--- config.mk ---
export PLATFORM = sky130hd
export DESIGN_NAME = seg_disp_mngr_n
export DESIGN_NICKNAME = d
export VERILOG_FILES = /design/src/rtl/seg_disp_mngr_n_pkg.sv /design/src/rtl/seg_disp_mngr_n_seg7_hex_decoder.sv /design/src/rtl/seg_disp_mngr_n.sv
export SDC_FILE = /design/constraint.sdc
export NUM_CORES = 1
export LEC_CHECK = 0
export ABC_AREA = 1
export CAP_MARGIN = 20
export CORE_MARGIN = 2
export CORE_UTILIZATION = 50
export DETAILED_ROUTE_END_ITERATION = 8
export PLACE_DENSITY = 0.8
export SYNTH_ARGS = -nofsm -noshare
export SYNTH_HDL_FRONTEND = slang
export SYNTH_SLANG_ARGS = --single-unit
export TNS_END_PERCENT = 10
--- constraint.sdc ---
create_clock -name clk -period 2.5 [get_ports clk]
set_input_delay 0.375 -clock clk [delete_from_list [all_inputs] [get_ports clk]]
set_output_delay 0.375 -clock clk [all_outputs]
set_load 0.005 [all_outputs]
--- src/rtl/seg_disp_mngr_n_pkg.sv ---
// seg_disp_pkg: shared event codes, segment constants, display state and hex glyph table.
package seg_disp_pkg;

    localparam logic [3:0] EV_APPLE  = 4'hA;
    localparam logic [3:0] EV_BANANA = 4'hB;
    localparam logic [3:0] EV_CARROT = 4'hC;
    localparam logic [3:0] EV_DATE   = 4'hD;
    localparam logic [3:0] EV_ERROR  = 4'hE;

    localparam logic [6:0] SEG_BLANK = 7'h00;
    localparam logic [6:0] SEG_DASH  = 7'h01;

    typedef enum logic {SHOW_CREDIT, SHOW_EVT} disp_state_t;

    // Segment order {a,b,c,d,e,f,g}, active-high
    function automatic logic [6:0] hex_glyph(input logic [3:0] v);
        case (v)
            4'h0: hex_glyph = 7'h7E;
            4'h1: hex_glyph = 7'h30;
            4'h2: hex_glyph = 7'h6D;
            4'h3: hex_glyph = 7'h79;
            4'h4: hex_glyph = 7'h33;
            4'h5: hex_glyph = 7'h5B;
            4'h6: hex_glyph = 7'h5F;
            4'h7: hex_glyph = 7'h70;
            4'h8: hex_glyph = 7'h7F;
            4'h9: hex_glyph = 7'h7B;
            4'hA: hex_glyph = 7'h77;
            4'hB: hex_glyph = 7'h1F;
            4'hC: hex_glyph = 7'h4E;
            4'hD: hex_glyph = 7'h3D;
            4'hE: hex_glyph = 7'h4F;
            default: hex_glyph = 7'h47;
        endcase
    endfunction

endpackage

--- src/rtl/seg_disp_mngr_n_seg7_hex_decoder.sv ---
// seg7_hex_decoder: combinational 4-bit value to seven-segment glyph.
module seg7_hex_decoder
    import seg_disp_pkg::*;
(
    input  logic [3:0] value,
    output logic [6:0] glyph
);

    always_comb glyph = hex_glyph(value);

endmodule

--- src/rtl/seg_disp_mngr_n.sv ---
// seg_disp_mngr_n: multi-digit credit/event display manager with pending-event buffer.
// Optional SEG_DISP_BLINK_EN makes an error code blink during its hold.
module seg_disp_mngr_n
    import seg_disp_pkg::*;
#(
    parameter int NUM_DIGITS  = 2,
    parameter int HOLD_CYCLES = 6,
    parameter int LZ_BLANK    = 1
) (
    input  logic                    clk,
    input  logic                    reset,
    input  logic                    ev_valid,
    input  logic [3:0]              ev_code,
    output logic                    ev_ready,
    input  logic [4*NUM_DIGITS-1:0] credit,
    output logic [7*NUM_DIGITS-1:0] seg,
    output logic                    busy
);

    localparam int HW = $clog2(HOLD_CYCLES + 1);

    disp_state_t             state, state_n;
    logic [HW-1:0]           hold_cnt, hold_n;
    logic [3:0]              cur_code, cur_n, pend_code, pend_code_n;
    logic                    pend_valid, pend_valid_n;
    logic                    acc, load, evt_n, blink_off;
    logic [7*NUM_DIGITS-1:0] seg_n;

    assign ev_ready = !pend_valid;
    assign acc      = ev_valid && ev_ready;

    always_comb begin
        state_n      = state;
        hold_n       = hold_cnt;
        cur_n        = cur_code;
        pend_code_n  = pend_code;
        pend_valid_n = pend_valid;
        load         = 1'b0;
        if (state == SHOW_CREDIT) begin
            if (acc) begin
                state_n = SHOW_EVT;
                cur_n   = ev_code;
                load    = 1'b1;
            end
        end else if (hold_cnt == HW'(1)) begin
            if (pend_valid) begin
                cur_n        = pend_code;
                pend_valid_n = 1'b0;
                load         = 1'b1;
            end else if (acc) begin
                cur_n = ev_code;
                load  = 1'b1;
            end else begin
                state_n = SHOW_CREDIT;
                hold_n  = '0;
            end
        end else begin
            hold_n = hold_cnt - HW'(1);
            if (acc && ev_code == EV_ERROR) begin
                cur_n = EV_ERROR;
                load  = 1'b1;
            end else if (acc) begin
                pend_code_n  = ev_code;
                pend_valid_n = 1'b1;
            end
        end
        if (load) hold_n = HW'(HOLD_CYCLES);
    end

    assign evt_n = (state_n == SHOW_EVT);

`ifdef SEG_DISP_BLINK_EN
    logic phase, phase_n;
    // Phase 0 shows the glyph, so every fresh hold starts visible
    assign phase_n   = load ? 1'b0 : !phase;
    assign blink_off = evt_n && cur_n == EV_ERROR && phase_n;
    always_ff @(posedge clk) begin
        if (!reset) phase <= 1'b0;
        else        phase <= phase_n;
    end
`else
    assign blink_off = 1'b0;
`endif

    for (genvar i = 0; i < NUM_DIGITS; i++) begin : g_digit
        logic [3:0] nib, val;
        logic [6:0] glyph;
        logic       lz;
        assign nib = credit[4*i +: 4];
        assign val = evt_n ? cur_n : nib;
        // Blank when this digit and every higher one are zero
        assign lz  = (i != 0) && (LZ_BLANK != 0) && ~|credit[4*NUM_DIGITS-1:4*i];
        seg7_hex_decoder u_dec (.value(val), .glyph(glyph));
        assign seg_n[7*i +: 7] = evt_n ? (blink_off ? SEG_BLANK : glyph) :
                                 (nib > 4'd9) ? SEG_DASH :
                                 lz ? SEG_BLANK : glyph;
    end

    always_ff @(posedge clk) begin
        if (!reset) begin
            state      <= SHOW_CREDIT;
            hold_cnt   <= '0;
            cur_code   <= '0;
            pend_code  <= '0;
            pend_valid <= 1'b0;
            seg        <= '0;
            busy       <= 1'b0;
        end else begin
            state      <= state_n;
            hold_cnt   <= hold_n;
            cur_code   <= cur_n;
            pend_code  <= pend_code_n;
            pend_valid <= pend_valid_n;
            seg        <= seg_n;
            busy       <= evt_n;
        end
    end

endmodule
Word level (Yosys, flattened, before mapping):

Memory sizes are Yosys's and may differ from the RTL's.
Index checks and enable logic that the tools add are counted.
Widths: inputs -> output; s select.

* register bits after elaboration: 27
* latch bits: 0
* bits in writable memories: 0
* bits in read-only memories: 224
* input bits: 15
* output and inout port bits: 16
* word-level logic and storage cells: 60
* memories kept: 2

* $add $sub $neg: 1
* multiply operators: 0
* div/mod/pow operators: 0
* $lt $le $gt $ge: 2
* equality and inequality tests: 7
* shifts and indexed selects: 0
* mux-type cells: 27
* bitwise operators: 3
* reductions and logical operators: 11

Memory list
* (no name shown): depth 16, width 7, rd ports 1, clocked after Yosys merged registers in 0, write ports 0, line seg_disp_mngr_n_pkg.sv:17 `case (v)`
* (no name shown): depth 16, width 7, rd ports 1, clocked after Yosys merged registers in 0, write ports 0, line seg_disp_mngr_n_pkg.sv:17

Operator list (number)
* $mux 7: 5
* $mux 4: 7
* $mux 3: 5
* $mux 1: 10
* $reduce_and 3->1: 3
* $gt 4x4->1 const B: 2
* $ne 2x2->1 const B: 3
* $ne 3x3->1 const B: 2
* $eq 4x4->1 const B: 1
* $reduce_and 4->1: 1
* $reduce_bool 2->1: 2
* $reduce_or 4->1: 1
* $eq 3x1->1 const B: 1
* $not 1->1: 3
* $sub 3x1->3 const B: 1
* $logic_and 1x1->1: 2
* $reduce_or 2->1: 1
* $logic_not 1->1: 1

Longest topological paths before layout:

An unclocked memory read counts as a cell.

* depth after elaboration: 11
* depth in mapped cells: 18
* gate-level depth less buffers: 18

By module:

Synthesis repeated with hierarchy kept, for this count alone.

* cell total of the unflattened synthesis: 284
* area, all modules: 1814.2 µm²

Modules (own cells, without submodules)
* seg_disp_mngr_n: instances 1, cells an instance 180, area an instance 1273.7 µm², seq. area each 540.5 µm²
* seg7_hex_decoder: instances 2, cells an instance 52, area an instance 270.3 µm², seq. area each 0.0 µm²

Worst setup path after synthesis:

Ideal clock, no wire load.

* path kind: register -> register
* from: register hold_cnt[1]
* to: register seg[3]
* setup time: 0.118 ns
* arrival time: 2.021 ns
* data required time: 2.382 ns
* slack: 0.361 ns
* cell stages (with the launch flop): 15
* path buffers: 0
* clock period less this slack: 2.139 ns
* cell sequence: dfxtp_1 inv_1 ha_1 inv_1 nor2_4 a21oi_4 nor2_4 inv_6 o21ai_0 inv_1 ha_1 inv_1 nand2_1 nand3_1 a21oi_1

* cells in the longest elaborated chain, start to end: 7
* elaborated cells on any way between the ends: 9
* those cells by class: eq/ne (1); mux (7); memory (1)

RTL lines
* start, declared: line seg_disp_mngr_n.sv:23 `logic [HW-1:0] hold_cnt, hold_n;`
* start signal, assigned: line seg_disp_mngr_n.sv:110 `hold_cnt <= hold_n;`
* $eq 3x1->1 *: line seg_disp_mngr_n.sv:45 `end else if (hold_cnt == HW'(1)) begin`
* $mux 4 / $mux 1 (equally long branches): line seg_disp_mngr_n.sv:45
* $mux 4 / $mux 1 (equally long branches): line seg_disp_mngr_n.sv:39 `if (state == SHOW_CREDIT) begin`
* $mux 4: line seg_disp_mngr_n.sv:90 `assign val = evt_n ? cur_n : nib;`
* $mem_v2 16x7
* $mux 7: line seg_disp_mngr_n.sv:95 `(nib > 4'd9) ? SEG_DASH :`
* $mux 7 *: line seg_disp_mngr_n.sv:94 `assign seg_n[7*i +: 7] = evt_n ? (blink_off ? SEG_BLANK : glyph) :`
* end signal, assigned: line seg_disp_mngr_n.sv:114 `seg <= seg_n;`
* end, declared: line seg_disp_mngr_n.sv:16 `output logic [7*NUM_DIGITS-1:0] seg,`

Mark *: on every way between the ends. The rest lies on a longest branch, timed or not.
A chain may end at the register's enable or synchronous reset.

Worst setup path after layout:

* from: register hold_cnt[1]
* to: register seg[0]

The elaborated chain is that of the path after synthesis.

==> reports/qor.log <==
INFO  grt            globalRoute.totalOverflow=0
INFO  routing        route.detailed.wl_per_inst=10.69um
INFO  finish         layout-drive-gt1-share=16.50%
INFO  power_and_ir_drop total_leakage_power=1.080nW
INFO  die            floorplan.die.width=64.03um
INFO  yosys          synth_top_cell_area_share=30.00%
INFO  grt            met1_usage=26.04%
INFO  yosys          synth_top_cells_by_area=dfxtp_1 (30%), nand2_1 (13%), ha_1 (11%)
INFO  setup_path     worstSetupEndpointType=flop
INFO  finish         most_common_library_cell_in_the_layout_ignoring_fill_and_taps=nand2_1
INFO  timing         grt_setup_unrepaired=no
INFO  timing         skew_final=15.07ps
INFO  die            floorplan.rows=21
INFO  power_and_ir_drop power_switching=495.6uW
INFO  job            number_of_maximum_capacitance_constraint_violations=0
INFO  yosys          synth-async-reset-ratio=0%
INFO  power_and_ir_drop power_per_unit_of_standard_cell_area=581.5nW/um^2
INFO  cts            post_cts.repair.setup_buffers=0
INFO  timing         max_freq=456.2MHz
INFO  power_and_ir_drop swShare=36.84%
INFO  cts            tritoncts_num_sinks=27
INFO  timing         finalHoldViolations=0
INFO  finish         most_frequent_cells_in_the_layout=nand2_1 (60), inv_1 (33), clkdlybuf4s50_1 (30), dfxtp_1 (27), nor2_1 (24)
INFO  yosys          synth_area=1802squm
INFO  finish         final_core_utilization=68.25%
INFO  power_and_ir_drop ir_worst_vdd=259.6uV
INFO  routing        drc=0
INFO  yosys          synth_cells=253
INFO  cts            tritoncts_clock_tree=done
INFO  routing        drtPass1Iterations=4
INFO  timing         worst_slew_pin_slew=365.5ps
INFO  grt            grt_first_pass_wirelength=6596um
INFO  cts            clockBufferDepth=2
INFO  die            floorplan.core_area=3390squm
INFO  yosys          synth-warning-count=0
INFO  setup_path     crit_end=seg[0]
INFO  setup_path     crit_fanout=5
INFO  hold_path      worst_hold_path_type=reg2reg
INFO  timing         report.final.slew_viol_count=0
INFO  routing        detail_route.wirelength=3732um
INFO  setup_path     timing.rr.end=seg[0]
INFO  timing         post-route-min-period=2192ps
INFO  grt            track_usage=19.85%
INFO  die            pin_count=31
INFO  cts            clk_transition_reported_paths=130ps
INFO  finish         final-instance-count-excl-fill=349
INFO  timing         slew_headroom=75.52%
INFO  grt            grt_start_max_net_pins=15
INFO  timing         final.period_utilization=87.69%
INFO  finish         design.final.nets=335
INFO  placed_design  routabilityCongestion=0.9141
INFO  cts            clock_root_buffer_master=clkbuf_4
INFO  yosys          synth_top_flop_cell=dfxtp_1
INFO  power_and_ir_drop p_clk_share=13.8%
INFO  cts            cts_resized=0
INFO  cts            clk_latency=330ps
INFO  yosys          yosys_register_bits=27
INFO  setup_path     critical_path_arrival=2450ps
INFO  placed_design  post-place-cells=345
INFO  power_and_ir_drop seq_power_share=38.6%
INFO  placed_design  port-buffer-count=30
INFO  routing        detailroute.via_count=1698
INFO  power_and_ir_drop share_comb_of_total_power=47.6%
INFO  grt            globalRoute.busiestLayer=met2
INFO  setup_path     timing.setup.critical_path_class=reg2reg
INFO  yosys          synthDistinctLibCells=33
INFO  routing        ant_nets=0
INFO  grt            globalRouteMet2Util=33.72%
INFO  timing         setup_viol_count_final=0
INFO  setup_path     reg_to_reg_startpoint=hold_cnt[1]
INFO  grt            gr-usage-met3=2.113%
INFO  setup_path     required_time_of_the_worst_setup_path=2760ps
INFO  setup_path     timing.critical_path.from=hold_cnt[1]
INFO  die            initial_core_util=53.16%
INFO  finish         flow.area_growth_from_synthesis=28.40%
INFO  setup_path     ff2ff_path_depth=18
INFO  yosys          synth.net_count=284
INFO  status         outcome=finished clean
INFO  routing        first_iter_violations=99
INFO  yosys          synth-edff-count=0
INFO  yosys          post_synth.cell_area_avg=7.121squm
INFO  setup_path     worst_setup_path_start_kind=flop
INFO  finish         antennaDiodeCount=0
INFO  cts            postCtsHoldBufs=0
INFO  routing        via_per_inst=4.865
INFO  placed_design  place.detailed.hpwl=3026um
INFO  grt            grt_pass1_vias=1578
INFO  yosys          synth_top_area_cell=dfxtp_1
INFO  cts            htreeDepth=1
INFO  die            die_height=64.03um
INFO  yosys          ys_seq_area_share=30.00%
INFO  die            floorplan.die_area=4100squm
INFO  cts            number_of_buffers_created_by_cts=3
INFO  setup_path     ff2ff_setup_slack=310ps
INFO  power_and_ir_drop power_report.internal_total=849.8uW
INFO  grt            grt_antenna_before_repair=0
[worst max-delay path, stage by stage (launching register included)]
cell	delay, ps
dfxtp_1	330
inv_1	70
ha_1	140
inv_1	60
nor2_4	150
inv_1	110
nor2_1	150
nand2_1	80
nand2_1	70
nand2_1	60
nand3_1	100
o21ai_1	100
buf_4	160
ha_1	180
nand2_1	110
nand2_1	60
nor2_1	90
nor2_1	40
nor2_1	70
[per-layer routing]
layer | vias to the layer above | share of wire [%]
met2 | 30 | 47
met4 | 0 | 1.2
met5 | - | 0
li1 | 908 | -
met1 | 755 | 48
met3 | 5 | 3.2
[power by group through the flow]
stage / Sequential, mW / Clock, mW / Combinational [mW]
floorplan: 0.533 / 0 / 0.397
global placement: 0.528 / 0 / 0.626
detailed placement: 0.530 / 0 / 0.636
CTS: 0.520 / 0.195 / 0.640
global route: 0.526 / 0.219 / 0.724
finish: 0.519 / 0.186 / 0.640
[sequential cells by signal, summed over array words and instances, names as in the netlist]
name        cells
state           1
seg            14
pend_code       4
cur_code        4
hold_cnt        3
pend_valid      1
[cells in the mapped netlist, types with 2 or more instances]
cell,n
a21oi_1,22
dfxtp_1,27
ha_1,16
inv_1,33
inv_2,3
inv_4,2
nand2_1,60
nand2_2,5
nand2_4,3
nand3_1,18
nand3_2,2
nand3_4,2
nor2_1,24
nor2_4,3
o211ai_1,6
o21ai_0,8
o21ai_1,2
or2_4,2
[area by class of cell]
| type | count | area (sq um) |
|---|---|---|
| Clock buffer | 4 | 26.28 |
| Fill cell | 290 | 1076 |
| Inverter | 39 | 156.4 |
| Multi-Input combinational cell | 185 | 1097 |
| Sequential cell | 27 | 540.5 |
| Tap cell | 46 | 57.56 |
| Timing Repair Buffer | 48 | 435.4 |
[kinds of logic (layout without fill, tap and decap cells)]
kind of cell    count (synthesis)  after routing  synth area share [%]
simple gates                  123            123                 34.31
compound gates                 45             45                 14.79
buf+inv                        41             91                 9.306
flops                          27             27                 30.00
fa+ha+maj                      16             16                 11.11
xor+xnor                        1              1                0.4862
[how the worst min path moves through the flow]
| stage | end | cells after the start | slack (ps) | startpoint |
|---|---|---|---|---|
| floorplan | pend_code[0] | 2 | 420 | pend_code[0] |
| global placement | pend_code[2] | 2 | 450 | pend_code[2] |
| detailed placement | pend_code[1] | 2 | 460 | pend_code[1] |
| CTS | hold_cnt[1] | 2 | 480 | hold_cnt[1] |
| global route | pend_code[2] | 2 | 510 | pend_code[2] |
| finish | hold_cnt[1] | 2 | 470 | hold_cnt[1] |
[through the flow]
stage / area, sq um / setup slack, ps / hold WS, ps / power, mW / TNS (ps)
6_report: 2313 / 307.8 / 471.6 / 1.345 / 0
5_1_grt: 2313 / 93.28 / 510.8 / 1.469 / 0
4_1_cts: 2310 / 231.1 / 476.7 / 1.355 / 0
3_5_place_dp: 2283 / -51.76 / 456.2 / 1.166 / -81.77
3_3_place_gp: 2283 / 9.263 / 448.7 / 1.155 / 0
2_1_floorplan: 1802 / 360.8 / 422.8 / 0.9309 / 0
Note: power is estimated with default switching activity, not from simulation.
